### config.mk
export PLATFORM = sky130hd
export DESIGN_NAME = rvtu_mul_offload_flat
export DESIGN_NICKNAME = d
export VERILOG_FILES = /design/src/rtl/rvtu_mul_offload_pkg.sv /design/src/rtl/rvtu_mul_offload_if.sv /design/src/rtl/rvtu_mul_offload.sv /design/src/flat_wrapper.sv
export SDC_FILE = /design/constraint.sdc
export NUM_CORES = 1
export LEC_CHECK = 0
export ABC_AREA = 1
export CAP_MARGIN = 20
export CORE_MARGIN = 2
export CORE_UTILIZATION = 27
export DETAILED_ROUTE_END_ITERATION = 16
export DONT_BUFFER_PORTS = 1
export HOLD_SLACK_MARGIN = 0.08
export SLEW_MARGIN = 15
export SYNTH_ARGS = -nofsm -noshare
export SYNTH_HDL_FRONTEND = slang
export SYNTH_SLANG_ARGS = --single-unit
export TNS_END_PERCENT = 20
### constraint.sdc
create_clock -name clk -period 3.89 [get_ports clk]
set_input_delay 0.5835 -clock clk [delete_from_list [all_inputs] [get_ports clk]]
set_output_delay 0.5835 -clock clk [all_outputs]
set_load 0.005 [all_outputs]
### src/rtl/rvtu_mul_offload_pkg.sv
// Shared types for the RVTU multiply offload sequencer: PE packet format,
// multiply pids, operation encoding and sequencer states.
package rvtu_mul_offload_pkg;

    typedef logic [3:0] pid_t;

    typedef struct packed {
        pid_t        pid;
        logic [31:0] payload;
    } packet_t;

    localparam pid_t MUL_PID_OPA  = 4'd11;
    localparam pid_t MUL_PID_BASE = 4'd12;

    typedef enum logic [1:0] {
        MUL    = 2'd0,
        MULH   = 2'd1,
        MULHSU = 2'd2,
        MULHU  = 2'd3
    } mul_op_t;

    typedef enum logic [2:0] {
        IDLE,
        SEND_A,
        SEND_B,
        WAIT,
        RESP
    } mul_state_t;

    // Pattern-table entries 12..15 map one-to-one onto the four multiply flavours.
    function automatic pid_t mul_pid(input mul_op_t op);
        return MUL_PID_BASE + pid_t'(op);
    endfunction

endpackage

### src/rtl/rvtu_mul_offload_if.sv
// Core request/response channel plus the multiplier PE north-port FIFO pair,
// seen from the offload block (slave) and from its environment (master).
interface rvtu_mul_offload_if;
    import rvtu_mul_offload_pkg::*;

    logic        req_valid;
    logic        req_ready;
    mul_op_t     req_op;
    logic [31:0] req_a;
    logic [31:0] req_b;

    logic        rsp_valid;
    logic        rsp_ready;
    logic [31:0] rsp_data;
    logic        rsp_err;

    logic        mul_eg_empty;
    logic        mul_eg_deq;
    packet_t     mul_eg_pkt;

    logic        mul_ig_empty;
    logic        mul_ig_deq;
    packet_t     mul_ig_pkt;

    modport slave (
        input  req_valid, req_op, req_a, req_b,
        output req_ready,
        output rsp_valid, rsp_data, rsp_err,
        input  rsp_ready,
        output mul_eg_empty, mul_eg_pkt,
        input  mul_eg_deq,
        input  mul_ig_empty, mul_ig_pkt,
        output mul_ig_deq
    );

    modport master (
        output req_valid, req_op, req_a, req_b,
        input  req_ready,
        input  rsp_valid, rsp_data, rsp_err,
        output rsp_ready,
        input  mul_eg_empty, mul_eg_pkt,
        output mul_eg_deq,
        output mul_ig_empty, mul_ig_pkt,
        input  mul_ig_deq
    );

endinterface

### src/rtl/rvtu_mul_offload.sv
// Sequencer turning one M-extension multiply into the {pid 11, a} / {pid 12+op, b}
// exchange with the multiplier PE and returning the PE result to the core.
module rvtu_mul_offload
    import rvtu_mul_offload_pkg::*;
#(
    parameter int TIMEOUT_CYC = 64
) (
    input  logic              clk,
    input  logic              rst,
    input  logic              init_done,
    rvtu_mul_offload_if.slave bus
);

    localparam int               CNT_W    = (TIMEOUT_CYC > 1) ? $clog2(TIMEOUT_CYC) : 1;
    localparam logic [CNT_W-1:0] CNT_LAST = CNT_W'(TIMEOUT_CYC - 1);

    mul_state_t       state_q, state_d;
    mul_op_t          op_q;
    logic [31:0]      b_q;
    packet_t          eg_pkt_q;
    logic [CNT_W-1:0] cnt_q;
    logic [31:0]      rsp_data_q;
    logic             rsp_err_q;

    logic accept;
    logic eg_pop_a;
    logic eg_pop_b;
    logic ig_pop;
    logic timed_out;

    // NOTE: every signal driven here gets a default first, so no path through the case can infer a latch.
    always_comb begin
        state_d          = state_q;
        bus.req_ready    = 1'b0;
        bus.rsp_valid    = 1'b0;
        bus.mul_eg_empty = 1'b1;
        bus.mul_ig_deq   = 1'b0;
        accept           = 1'b0;
        eg_pop_a         = 1'b0;
        eg_pop_b         = 1'b0;
        ig_pop           = 1'b0;
        timed_out        = 1'b0;

        unique case (state_q)
            IDLE: begin
                bus.req_ready = init_done & ~rst;
                accept        = bus.req_valid & bus.req_ready;
                if (accept) state_d = SEND_A;
            end
            SEND_A: begin
                bus.mul_eg_empty = 1'b0;
                eg_pop_a         = bus.mul_eg_deq;
                if (eg_pop_a) state_d = SEND_B;
            end
            SEND_B: begin
                bus.mul_eg_empty = 1'b0;
                eg_pop_b         = bus.mul_eg_deq;
                if (eg_pop_b) state_d = WAIT;
            end
            WAIT: begin
                // Whatever arrives first is consumed; a late packet after timeout stays in the PE.
                bus.mul_ig_deq = ~bus.mul_ig_empty;
                ig_pop         = ~bus.mul_ig_empty;
                timed_out      = bus.mul_ig_empty & (cnt_q == CNT_LAST);
                if (ig_pop || timed_out) state_d = RESP;
            end
            RESP: begin
                bus.rsp_valid = 1'b1;
                if (bus.rsp_ready) state_d = IDLE;
            end
            default: state_d = IDLE;
        endcase
    end

    // NOTE: sequential state uses non-blocking assignments so every register samples pre-edge values.
    always_ff @(posedge clk or posedge rst) begin
        if (rst) state_q <= IDLE;
        else     state_q <= state_d;
    end

    // NOTE: every register here is reset, since the packet and result outputs must read zero out of reset.
    always_ff @(posedge clk or posedge rst) begin
        if (rst) begin
            op_q       <= MUL;
            b_q        <= '0;
            eg_pkt_q   <= '0;
            cnt_q      <= '0;
            rsp_data_q <= '0;
            rsp_err_q  <= 1'b0;
        end else begin
            if (accept) begin
                op_q             <= bus.req_op;
                b_q              <= bus.req_b;
                eg_pkt_q.pid     <= MUL_PID_OPA;
                eg_pkt_q.payload <= bus.req_a;
            end else if (eg_pop_a) begin
                eg_pkt_q.pid     <= mul_pid(op_q);
                eg_pkt_q.payload <= b_q;
            end

            if (eg_pop_b)              cnt_q <= '0;
            else if (state_q == WAIT)  cnt_q <= cnt_q + 1'b1;

            if (ig_pop) begin
                if (bus.mul_ig_pkt.pid == mul_pid(op_q)) begin
                    rsp_data_q <= bus.mul_ig_pkt.payload;
                    rsp_err_q  <= 1'b0;
                end else begin
                    rsp_data_q <= '0;
                    rsp_err_q  <= 1'b1;
                end
            end else if (timed_out) begin
                rsp_data_q <= '0;
                rsp_err_q  <= 1'b1;
            end else if (state_q == RESP && bus.rsp_ready) begin
                rsp_data_q <= '0;
                rsp_err_q  <= 1'b0;
            end
        end
    end

    assign bus.mul_eg_pkt = eg_pkt_q;
    assign bus.rsp_data   = rsp_data_q;
    assign bus.rsp_err    = rsp_err_q;

endmodule

### src/flat_wrapper.sv
// flat-port wrapper written by rule: the top's interface ports become plain ports
module rvtu_mul_offload_flat import rvtu_mul_offload_pkg::*;
#(
    parameter int TIMEOUT_CYC = 64
)
  (clk, rst, init_done, bus_req_valid, bus_req_op, bus_req_a, bus_req_b, bus_req_ready, bus_rsp_valid, bus_rsp_data, bus_rsp_err, bus_rsp_ready, bus_mul_eg_empty, bus_mul_eg_pkt, bus_mul_eg_deq, bus_mul_ig_empty, bus_mul_ig_pkt, bus_mul_ig_deq);
  rvtu_mul_offload_if bus_i ();
  input  logic clk;
  input  logic rst;
  input  logic init_done;
  input wire logic [$bits(bus_i.req_valid)-1:0] bus_req_valid;
  input wire logic [$bits(bus_i.req_op)-1:0] bus_req_op;
  input wire logic [$bits(bus_i.req_a)-1:0] bus_req_a;
  input wire logic [$bits(bus_i.req_b)-1:0] bus_req_b;
  output wire logic [$bits(bus_i.req_ready)-1:0] bus_req_ready;
  output wire logic [$bits(bus_i.rsp_valid)-1:0] bus_rsp_valid;
  output wire logic [$bits(bus_i.rsp_data)-1:0] bus_rsp_data;
  output wire logic [$bits(bus_i.rsp_err)-1:0] bus_rsp_err;
  input wire logic [$bits(bus_i.rsp_ready)-1:0] bus_rsp_ready;
  output wire logic [$bits(bus_i.mul_eg_empty)-1:0] bus_mul_eg_empty;
  output wire logic [$bits(bus_i.mul_eg_pkt)-1:0] bus_mul_eg_pkt;
  input wire logic [$bits(bus_i.mul_eg_deq)-1:0] bus_mul_eg_deq;
  input wire logic [$bits(bus_i.mul_ig_empty)-1:0] bus_mul_ig_empty;
  input wire logic [$bits(bus_i.mul_ig_pkt)-1:0] bus_mul_ig_pkt;
  output wire logic [$bits(bus_i.mul_ig_deq)-1:0] bus_mul_ig_deq;
  assign bus_i.req_valid = bus_req_valid;
  assign bus_i.req_op = bus_req_op;
  assign bus_i.req_a = bus_req_a;
  assign bus_i.req_b = bus_req_b;
  assign bus_req_ready = bus_i.req_ready;
  assign bus_rsp_valid = bus_i.rsp_valid;
  assign bus_rsp_data = bus_i.rsp_data;
  assign bus_rsp_err = bus_i.rsp_err;
  assign bus_i.rsp_ready = bus_rsp_ready;
  assign bus_mul_eg_empty = bus_i.mul_eg_empty;
  assign bus_mul_eg_pkt = bus_i.mul_eg_pkt;
  assign bus_i.mul_eg_deq = bus_mul_eg_deq;
  assign bus_i.mul_ig_empty = bus_mul_ig_empty;
  assign bus_i.mul_ig_pkt = bus_mul_ig_pkt;
  assign bus_mul_ig_deq = bus_i.mul_ig_deq;
  rvtu_mul_offload #(.TIMEOUT_CYC(TIMEOUT_CYC)) u_core (.clk(clk), .rst(rst), .init_done(init_done), .bus(bus_i));
endmodule
==> results.toml, run 1 <==
[clock_tree]
cts_htree_levels = 3
clkTransAtPathRegs_ps = 80
post_cts_buffers = 0
cts.sink_count = 112
cts_root_buf = "clkbuf_16"
cts-resized-gates = 0
cts_buffer_depth = 2
hold_buffers = 0
cts_tree = "done"
insertion_delay_ps = 350
cts-buffers-inserted = 9

[placed_design]
globalplace.congestion = 0.7631
io_buffers = 0
place_area_um2 = 5091
dpl.hpwl_mm = 8.663
pre_cts_ws_ps = 1714

[min_path]
holdPathStages = 2
min_path_type = "input pin to flip-flop"
hold_end = "u_core.b_q[11]"
min_from = "bus_req_b[11]"

[sta]
setup_viol = 0
finalCritPeriodShare_pct = 58.54
fmax_mhz = 439.2
relSlewSlack_pct = 36.11
fin_crit_ps = 2277
hold_viol_final = 0
setup_tns_ps = 0
drv_slew = 0
finalClockSkew_ps = 9.615
worst_pin_slew_ps = 957.3
setup_ws_ps = 1613
rsz0062_at_grt = "false"

[route]
top_layer = "met4"
vias_per_cell = 4.862
wl_mm = 12.91
drtPass1Iterations = 5
wl_met1_mm = 5.513
num_vias = 3885
drc = 0
wl_per_cell_um = 16.16
met2_length_mm = 5.798
antenna_left = 0
drtIter0Drc = 221
wl_met3_mm = 1.417

[logic_synthesis]
syn_nets = 696
ys_types = 26
synth_area_leader_cell = "dfrtp_1"
synth_area_um2 = 5031
synthFlopType = "dfrtp_1"
yosysWarnings = 0
async_flop_share_pct = 100.0
post_synth.cell_area_avg_um2 = 8.585
ys_seq_area_share_pct = 55.71
synth_area_leaders = "dfrtp_1, nand2_1, nand3_1, o21ai_0, nor2_1"
synth.top_cells.by_count = "nand2_1, dfrtp_1, nand3_1"
synth.most_common_cell = "nand2_1"
synth_seq_cells = 112
synth-edff-count = 0
yosysTopAreaCellShare_pct = 55.71
synthCells = 586

[worst_setup_path]
r2r_cells = 6
crit_fanout = 35
worst_ep_arrival_time_ps = 1690
timing.rr.end = "u_core.bus.mul_eg_pkt[34]"
endpoint_kind = "primary output"
cpPeakStageDelay_ps = 550
slowest_stage = "dfrtp_1"
reg2reg_slack_ps = 1790
path_cells = "nand2_1, nor2_4, nand2_4, inv_1"
timing.rr.start = "u_core.state_q[2]"
criticalPathCategory = "flip-flop to primary output"
required_ps = 3310
start_kind = "flip-flop"

[pwr]
report.power.total_mw = 3.954
sequentialPowerShare_pct = 50.0
pwr-share-clk_pct = 25.9
power.internal_mw = 2.546
pwr-share-comb_pct = 24.2
powerDensity_nw_per_um2 = 730.4
power_switching_share_pct = 35.62
ir_worst_vdd_mv = 0.2628
cellLeakagePower_nw = 2.466
switchingPower_mw = 1.408

[finish]
area_delta_synth_final_pct = 7.610
n_antenna_cell = 0
stdcell_area_um2 = 5414
regArea_um2 = 2803
layout-drive-gt1-share_pct = 5.789
fin_nets = 675
multi_input_area_um2 = 1867
final_core_util_pct = 29.83
n_fill_cell = 1953

[die]
die_area_um2 = 19740
initial_utilization_pct = 27.72
fp.coreArea_um2 = 18150
fp-row-count = 49
die_w_um = 140.5
fp.dieH_um = 140.5
io_pins = 182

[outcome]
status = "finished, final reports clean"

[global_route]
antenna_found_initial = 0
grt_pass1_vias = 3898
grt.overflow.total = 0
grt_pass1_wl_mm = 20.49
grt_max_degree = 65
grt_use_total_pct = 13.09

[run]
max-cap-violations = 0
[cell usage in the layout (no fill, tap or decap), types with 9 or more instances in the layout]
cell	Yosys	layout
nor2_1	45	45
o21ai_0	51	51
dfrtp_1	112	112
a21oi_1	32	32
nand3_1	79	79
o21ai_1	16	16
clkbuf_16	0	9
inv_1	23	22
nand2_1	168	168
[worst max path at each step]
stage                      start                         to  slack, ps  cells past startpoint
2_1_floorplan                rst  u_core.bus.mul_eg_pkt[35]        630                      6
3_3_place_gp                 rst  u_core.bus.mul_eg_pkt[22]       1720                      3
3_5_place_dp                 rst  u_core.bus.mul_eg_pkt[20]       1710                      3
4_1_cts        u_core.state_q[0]             bus_mul_ig_deq       1600                      4
5_1_grt        u_core.state_q[0]             bus_mul_ig_deq       1520                      4
6_report       u_core.state_q[0]             bus_mul_ig_deq       1610                      4
[critical path: cells and delay by family (launching register included)]
| kind | cells | cell delay [ps] |
|---|---|---|
| buf+inv | 1 | 180 |
| flops | 1 | 550 |
| simple gates | 3 | 610 |
[power by group through the flow]
stage	clock (mW)	combinational (mW)	sequential (mW)
after CTS	1.06	0.974	1.98
after detailed placement	0	0.978	2.00
after floorplan	0	0.870	1.88
after global placement	0	0.951	2.00
after global routing	1.11	1.14	2.04
final	1.02	0.955	1.98
[sequential cells by signal, summed over array words and instances (netlist names)]
| signal | count |
|---|---|
| u_core.bus.mul_eg_pkt | 36 |
| u_core.op_q | 2 |
| u_core.bus.rsp_err | 1 |
| u_core.b_q | 32 |
| u_core.state_q | 3 |
| u_core.cnt_q | 6 |
| u_core.bus.rsp_data | 32 |
[layout make-up]
| class | count | area share (%) |
|---|---|---|
| clock buffers | 12 | 4.553 |
| clock inverters | 4 | 1.410 |
| inverters | 27 | 1.941 |
| multi-input cells | 411 | 34.48 |
| flip-flops and latches | 112 | 51.77 |
| well taps | 229 | 5.292 |
| repair buffers | 4 | 0.5547 |
[through the flow]
step                      instances  hold slack (ps)
after floorplan                 586            436.7
after global placement          783            448.5
after detailed placement        783            453.9
after CTS                       799            320.4
after global routing            799            324.7
final                           799            339.0
[metal layers]
metal / global-route usage (%) / up-vias
li1: - / 1870
met1: 16.01 / 1837
met2: 20.92 / 164
met3: 5.402 / 14
met4: 4.579 / 0
met5: 0 / -
[cell families after synthesis]
family	share of synthesized area [%]
simple gates	26.41
flops	55.71
compound gates	10.45
buf+inv	7.187
fa+ha+maj	0.2487
Note: power is estimated with default switching activity, not from simulation.
==> run 2: changes to the inputs <==
Clock period 3.89 ns to 1.9 ns, I/O delays scaled along.
==> run 2 against run 1 <==
Net effect:
- register-to-register slack got worse by 1700 ps
- sequential power rose by 100%
- utilization grew 4.8 points
- the flow now finishes with violations (hold timing)
- critical path depth rose by 2
- via count up 8.8%
- worst setup slack lost 1500 ps
- cell area up 16%
==> results.toml, run 2 (same netlist as run 1, synthesis figures left out) <==
[outcome]
status = "complete, but fails checks"
violations = "hold timing"

[die]
fp.coreArea_um2 = 18150
fp-row-count = 49
initial_utilization_pct = 27.72
die_w_um = 140.5
die_area_um2 = 19740
fp.dieH_um = 140.5
io_pins = 182

[worst_setup_path]
endpoint_kind = "primary output"
worst_ep_arrival_time_ps = 1510
cp-startpoint = "u_core.state_q[0]"
criticalPathCategory = "flip-flop to primary output"
crit_fanout = 34
start_kind = "flip-flop"
timing.rr.start = "u_core.state_q[0]"
required_ps = 1620

[run]
max-cap-violations = 0

[pwr]
powerDensity_nw_per_um2 = 1304
cellLeakagePower_nw = 2.840
ir_worst_vdd_mv = 0.5202

[placed_design]
pre_cts_ws_ps = 184.4
dpl.hpwl_mm = 8.541
dp_cells = 792
globalplace.congestion = 0.7424
io_buffers = 0

[global_route]
grt_use_total_pct = 14.11
grt.overflow.total = 0
grt_pass1_vias = 4238
grt_max_degree = 113
grt_pass1_wl_mm = 22.49
antenna_found_initial = 0

[clock_tree]
cts.sink_count = 112
clkTransAtPathRegs_ps = 70
cts_buffer_depth = 2
cts_htree_levels = 3
cts-buffers-inserted = 9
insertion_delay_ps = 350
cts_tree = "done"
cts_root_buf = "clkbuf_16"

[route]
wl_per_cell_um = 15.62
antenna_left = 0
drc = 0
drtPass1Iterations = 4
wl_mm = 13.89
drtIter0Drc = 202
vias_per_cell = 4.756
num_vias = 4228

[sta]
fin_crit_ps = 1795
finalClockSkew_ps = 11.73
setup_ws_ps = 105.5
finalCritPeriodShare_pct = 94.45
fmax_mhz = 557.3
hold_viol_final = 1
drv_slew = 0
setup_tns_ps = 0
relSlewSlack_pct = 55.69
setup_viol = 0
worst_pin_slew_ps = 664.6
rsz0062_at_grt = "false"
hold-worst-slack_ps = -2.150

[finish]
layout_commonest_cell = "nand2_1"
mostFrequentLayoutCells = "nand2_1, dfrtp_1, nand3_1, dlygate4sd3_1, o21ai_0"
n_fill_cell = 1844
n_antenna_cell = 0
layout-drive-gt1-share_pct = 6.818
multi_input_area_um2 = 1867
area_delta_synth_final_pct = 24.97
fin_nets = 765
regArea_um2 = 2803
largest_reg_flops = 36
stdcell_count = 889

[min_path]
min_path_type = "input pin to asynchronous set/reset pin"
==> run 2: changes by cell type in the layout (fill, tap and decap cells not counted), sizes merged <==
cell,previous run,this run
dlygate4sd3,0,79
buf,4,15
bufinv,2,0
clkbuf,12,10
inv,27,28
clkinv,0,2
clkinvlp,2,3
==> run 2: worst paths after layout <==
| check | end | slack [ps] | cells after the start |
|---|---|---|---|
| setup / recovery | bus_mul_ig_deq | 110 | 6 |
| setup reg to reg | u_core.bus.mul_eg_pkt[14] | 140 | 9 |
| hold reg to reg | u_core.b_q[28] | 470 | 2 |
| min in group clk | u_core.bus.rsp_data[19] | 100 | 2 |
| max in group asynchronous | u_core.cnt_q[1] | 1360 | 2 |
| hold / removal | u_core.state_q[0] | -2 | 2 |
==> run 2: stage by stage <==
stage               util, %  area (um^2)  power (mW)
floorplan                 -         5035       5.630
global placement      28.63         5196       6.156
detailed placement    28.63         5196       6.210
CTS                   34.60         6280       8.240
global route          34.65         6287       8.861
finish                34.65         6287       8.201
==> run 2: layout make-up <==
type / count / share of cell area, %
Sequential cell: 112 / 44.58
Multi-Input combinational cell: 411 / 29.69
Timing Repair Buffer: 94 / 15.02
Tap cell: 229 / 4.557
Clock buffer: 10 / 3.642
Inverter: 27 / 1.672
Clock inverter: 6 / 0.8358
==> run 2: critical path, stage by stage (launching register included) <==
cell and delay, ps:
dfrtp_1 380, buf_4 160, nand2_1 100, nor2_4 60, nand2_4 70, buf_6 240
inv_1 130
==> run 2: timing repair <==
item | 4_1_cts | 5_1_grt
pin swaps | 1 | 0
hold buffers | 79 | 0
endpoints found under the hold margin | 79 | 0
setup endpoints to repair | 1 | 1
buffers inserted | 1 | 1
gates resized for setup | 1 | 0
==> run 2: routing by layer <==
| metal | vias to the layer above | share of wire [%] | GRT usage (%) |
|---|---|---|---|
| li1 | 2051 | - | - |
| met1 | 1993 | 45 | 18.59 |
| met2 | 166 | 46 | 22.08 |
| met3 | 18 | 8.2 | 4.855 |
| met4 | 0 | 1.5 | 4.105 |
| met5 | - | 0 | 0 |
==> run 2: power by group <==
group | leakage [nW] | total (mW) | internal (mW) | switching (mW)
combinational | 1.29 | 2.31 | 0.899 | 1.41
clock | 0.131 | 1.84 | 0.911 | 0.933
sequential | 1.41 | 4.04 | 3.33 | 0.715
total | 2.84 | 8.20 | 5.14 | 3.06
==> run 3: changes to the inputs <==
Settings changed: CORE_UTILIZATION 27 to 57, GPL_ROUTABILITY_DRIVEN set to 1, PLACE_DENSITY set to 0.75.
==> run 3 against run 2 <==
Net effect:
- sequential share of layout area rose by 1.1 points
- hold slack better by 99 ps
- via count is 4.4% higher
- combinational power about the same
- final cell count down 13%
- highest routed layer unchanged
- the run now ends clean
- clock power is 26% lower
- cell area decreased by 2.4%
- sequential cell count unchanged
- die area down 51%
==> results.toml, run 3 (same netlist as run 1, synthesis figures left out) <==
[placed_design]
pre_cts_ws_ps = 184.4
globalplace.congestion = 0.8686
place_area_um2 = 5042
dp_cells = 669
dpl.hpwl_mm = 7.444
io_buffers = 0

[sta]
finalCritPeriodShare_pct = 93.50
fin_crit_ps = 1777
setup_ws_ps = 123.5
worst_pin_slew_ps = 574.4
finalClockSkew_ps = 10.57
rsz0062_at_grt = "true"
fmax_mhz = 562.9
drv_slew = 0
relSlewSlack_pct = 61.70
hold_viol_final = 0
setup_viol = 0

[worst_setup_path]
path_cells = "buf_4, nand2_1, nor2_4, nand2_4, inv_1"
required_ps = 1620
cpPeakStageDelay_ps = 420
crit_fanout = 9
endpoint_kind = "primary output"
reg2reg_slack_ps = 200
criticalPathCategory = "flip-flop to primary output"
cp-startpoint = "u_core.state_q[0]"
r2r_cells = 8
endpoint = "bus_mul_ig_deq"
start_kind = "flip-flop"
worst_ep_arrival_time_ps = 1490
timing.rr.start = "u_core.state_q[2]"
timing.rr.end = "u_core.bus.mul_eg_pkt[16]"
slowest_stage = "dfrtp_1"

[clock_tree]
cts_htree_levels = 3
insertion_delay_ps = 360
clkTransAtPathRegs_ps = 100
cts_tree = "done"
post_cts_buffers = 0
cts-buffers-inserted = 9
cts.sink_count = 112
cts_root_buf = "clkbuf_8"
cts_buffer_depth = 2

[route]
drc = 0
vias_per_cell = 5.702
drtPass1Iterations = 5
wl_per_cell_um = 16.87
wl_mm = 13.06
num_vias = 4413
antenna_left = 0
drtIter0Drc = 224

[finish]
area_delta_synth_final_pct = 21.93
mostFrequentLayoutCells = "nand2_1, dfrtp_1, dlygate4sd3_1, nand3_1, o21ai_0"
n_fill_cell = 640
fin_nets = 771
stdcell_count = 774
layout-drive-gt1-share_pct = 6.156
n_antenna_cell = 0
stdcell_area_um2 = 6135
largest_reg_flops = 36
layout_commonest_cell = "nand2_1"

[die]
fp-row-count = 34
die_w_um = 97.95
fp.coreArea_um2 = 8636
io_pins = 182
fp.dieH_um = 97.95
die_area_um2 = 9594
initial_utilization_pct = 58.26

[pwr]
ir_worst_vdd_mv = 0.6702
power.internal_mw = 4.754
report.power.total_mw = 7.716
power_switching_share_pct = 38.39
cellLeakagePower_nw = 2.838
switchingPower_mw = 2.962
pwr-share-comb_pct = 30.0
powerDensity_nw_per_um2 = 1258
sequentialPowerShare_pct = 52.4
pwr-share-clk_pct = 17.6

[global_route]
grt_pass1_vias = 4329
grt_max_degree = 113
antenna_found_initial = 0
grt_pass1_wl_mm = 20.86
grt_use_total_pct = 26.78
grt.overflow.total = 0

[min_path]
min_path_type = "input pin to flip-flop"

[run]
max-cap-violations = 0

[outcome]
status = "finished, final reports clean"
==> run 3: cell count changes in the layout (fill, tap and decap cells not counted), sizes merged <==
cell and delta:
dlygate4sd3 +10, buf -4, clkinvlp -2, clkbuf +1, inv +1
==> run 3: power groups by stage <==
| stage | sequential (mW) | clock, mW | combinational (mW) |
|---|---|---|---|
| after detailed placement | 4.05 | 0 | 2.10 |
| after global placement | 4.04 | 0 | 1.99 |
| after CTS | 4.02 | 1.40 | 2.24 |
| after floorplan | 3.85 | 0 | 1.78 |
| after global routing | 4.14 | 1.48 | 2.63 |
| final | 4.04 | 1.36 | 2.32 |
==> run 3: repair_timing <==
action                                  4_1_cts  5_1_grt
endpoints found under the hold margin       200        0
hold buffers                                 89        0
resized for setup                             0        3
endpoints found under the setup margin        0        6
==> run 3: metal layers <==
layer	global-route usage, %	vias up	routed length, um
met3	6.156	33	1047
li1	-	2059	-
met1	33.46	2086	5075
met2	44.78	235	6619
met4	11.86	0	318
met5	0	-	0
==> run 3: metrics by stage <==
stage | TNS (ps) | util (%) | hold slack, ps
after CTS | 0 | 70.91 | 81.34
after detailed placement | 0 | 58.39 | 405.6
after global placement | 0 | 58.39 | 401.5
final | 0 | 71.04 | 97.29
after floorplan | -74480 | - | 401.6
after global routing | -2.363 | 71.04 | 81.57
==> run 3: worst min path at each step <==
stage / startpoint / to / slack (ps) / cells past startpoint
6_report: bus_mul_ig_pkt[30] / u_core.bus.rsp_data[30] / 100 / 2
5_1_grt: bus_mul_ig_pkt[4] / u_core.bus.rsp_data[4] / 80 / 2
4_1_cts: bus_mul_ig_pkt[21] / u_core.bus.rsp_data[21] / 80 / 2
3_5_place_dp: rst / u_core.bus.mul_eg_pkt[35] / 410 / 2
3_3_place_gp: rst / u_core.op_q[1] / 400 / 2
2_1_floorplan: bus_req_b[10] / u_core.b_q[10] / 400 / 2
==> run 3: layout make-up <==
class | count | area, um^2 | share of cell area (%)
tap | 108 | 135.1 | 2.203
clock buffer | 11 | 141.4 | 2.305
inverter | 27 | 107.6 | 1.754
clock inverter | 5 | 48.80 | 0.7954
multi-input combinational | 411 | 1876 | 30.57
sequential | 112 | 2803 | 45.69
timing repair buffer | 100 | 1023 | 16.68
==> run 3: critical path, delay by kind of cell, from the launching register on <==
| family | cells | cell delay (ps) |
|---|---|---|
| simple gates | 3 | 420 |
| flops | 1 | 420 |
| buf+inv | 2 | 290 |
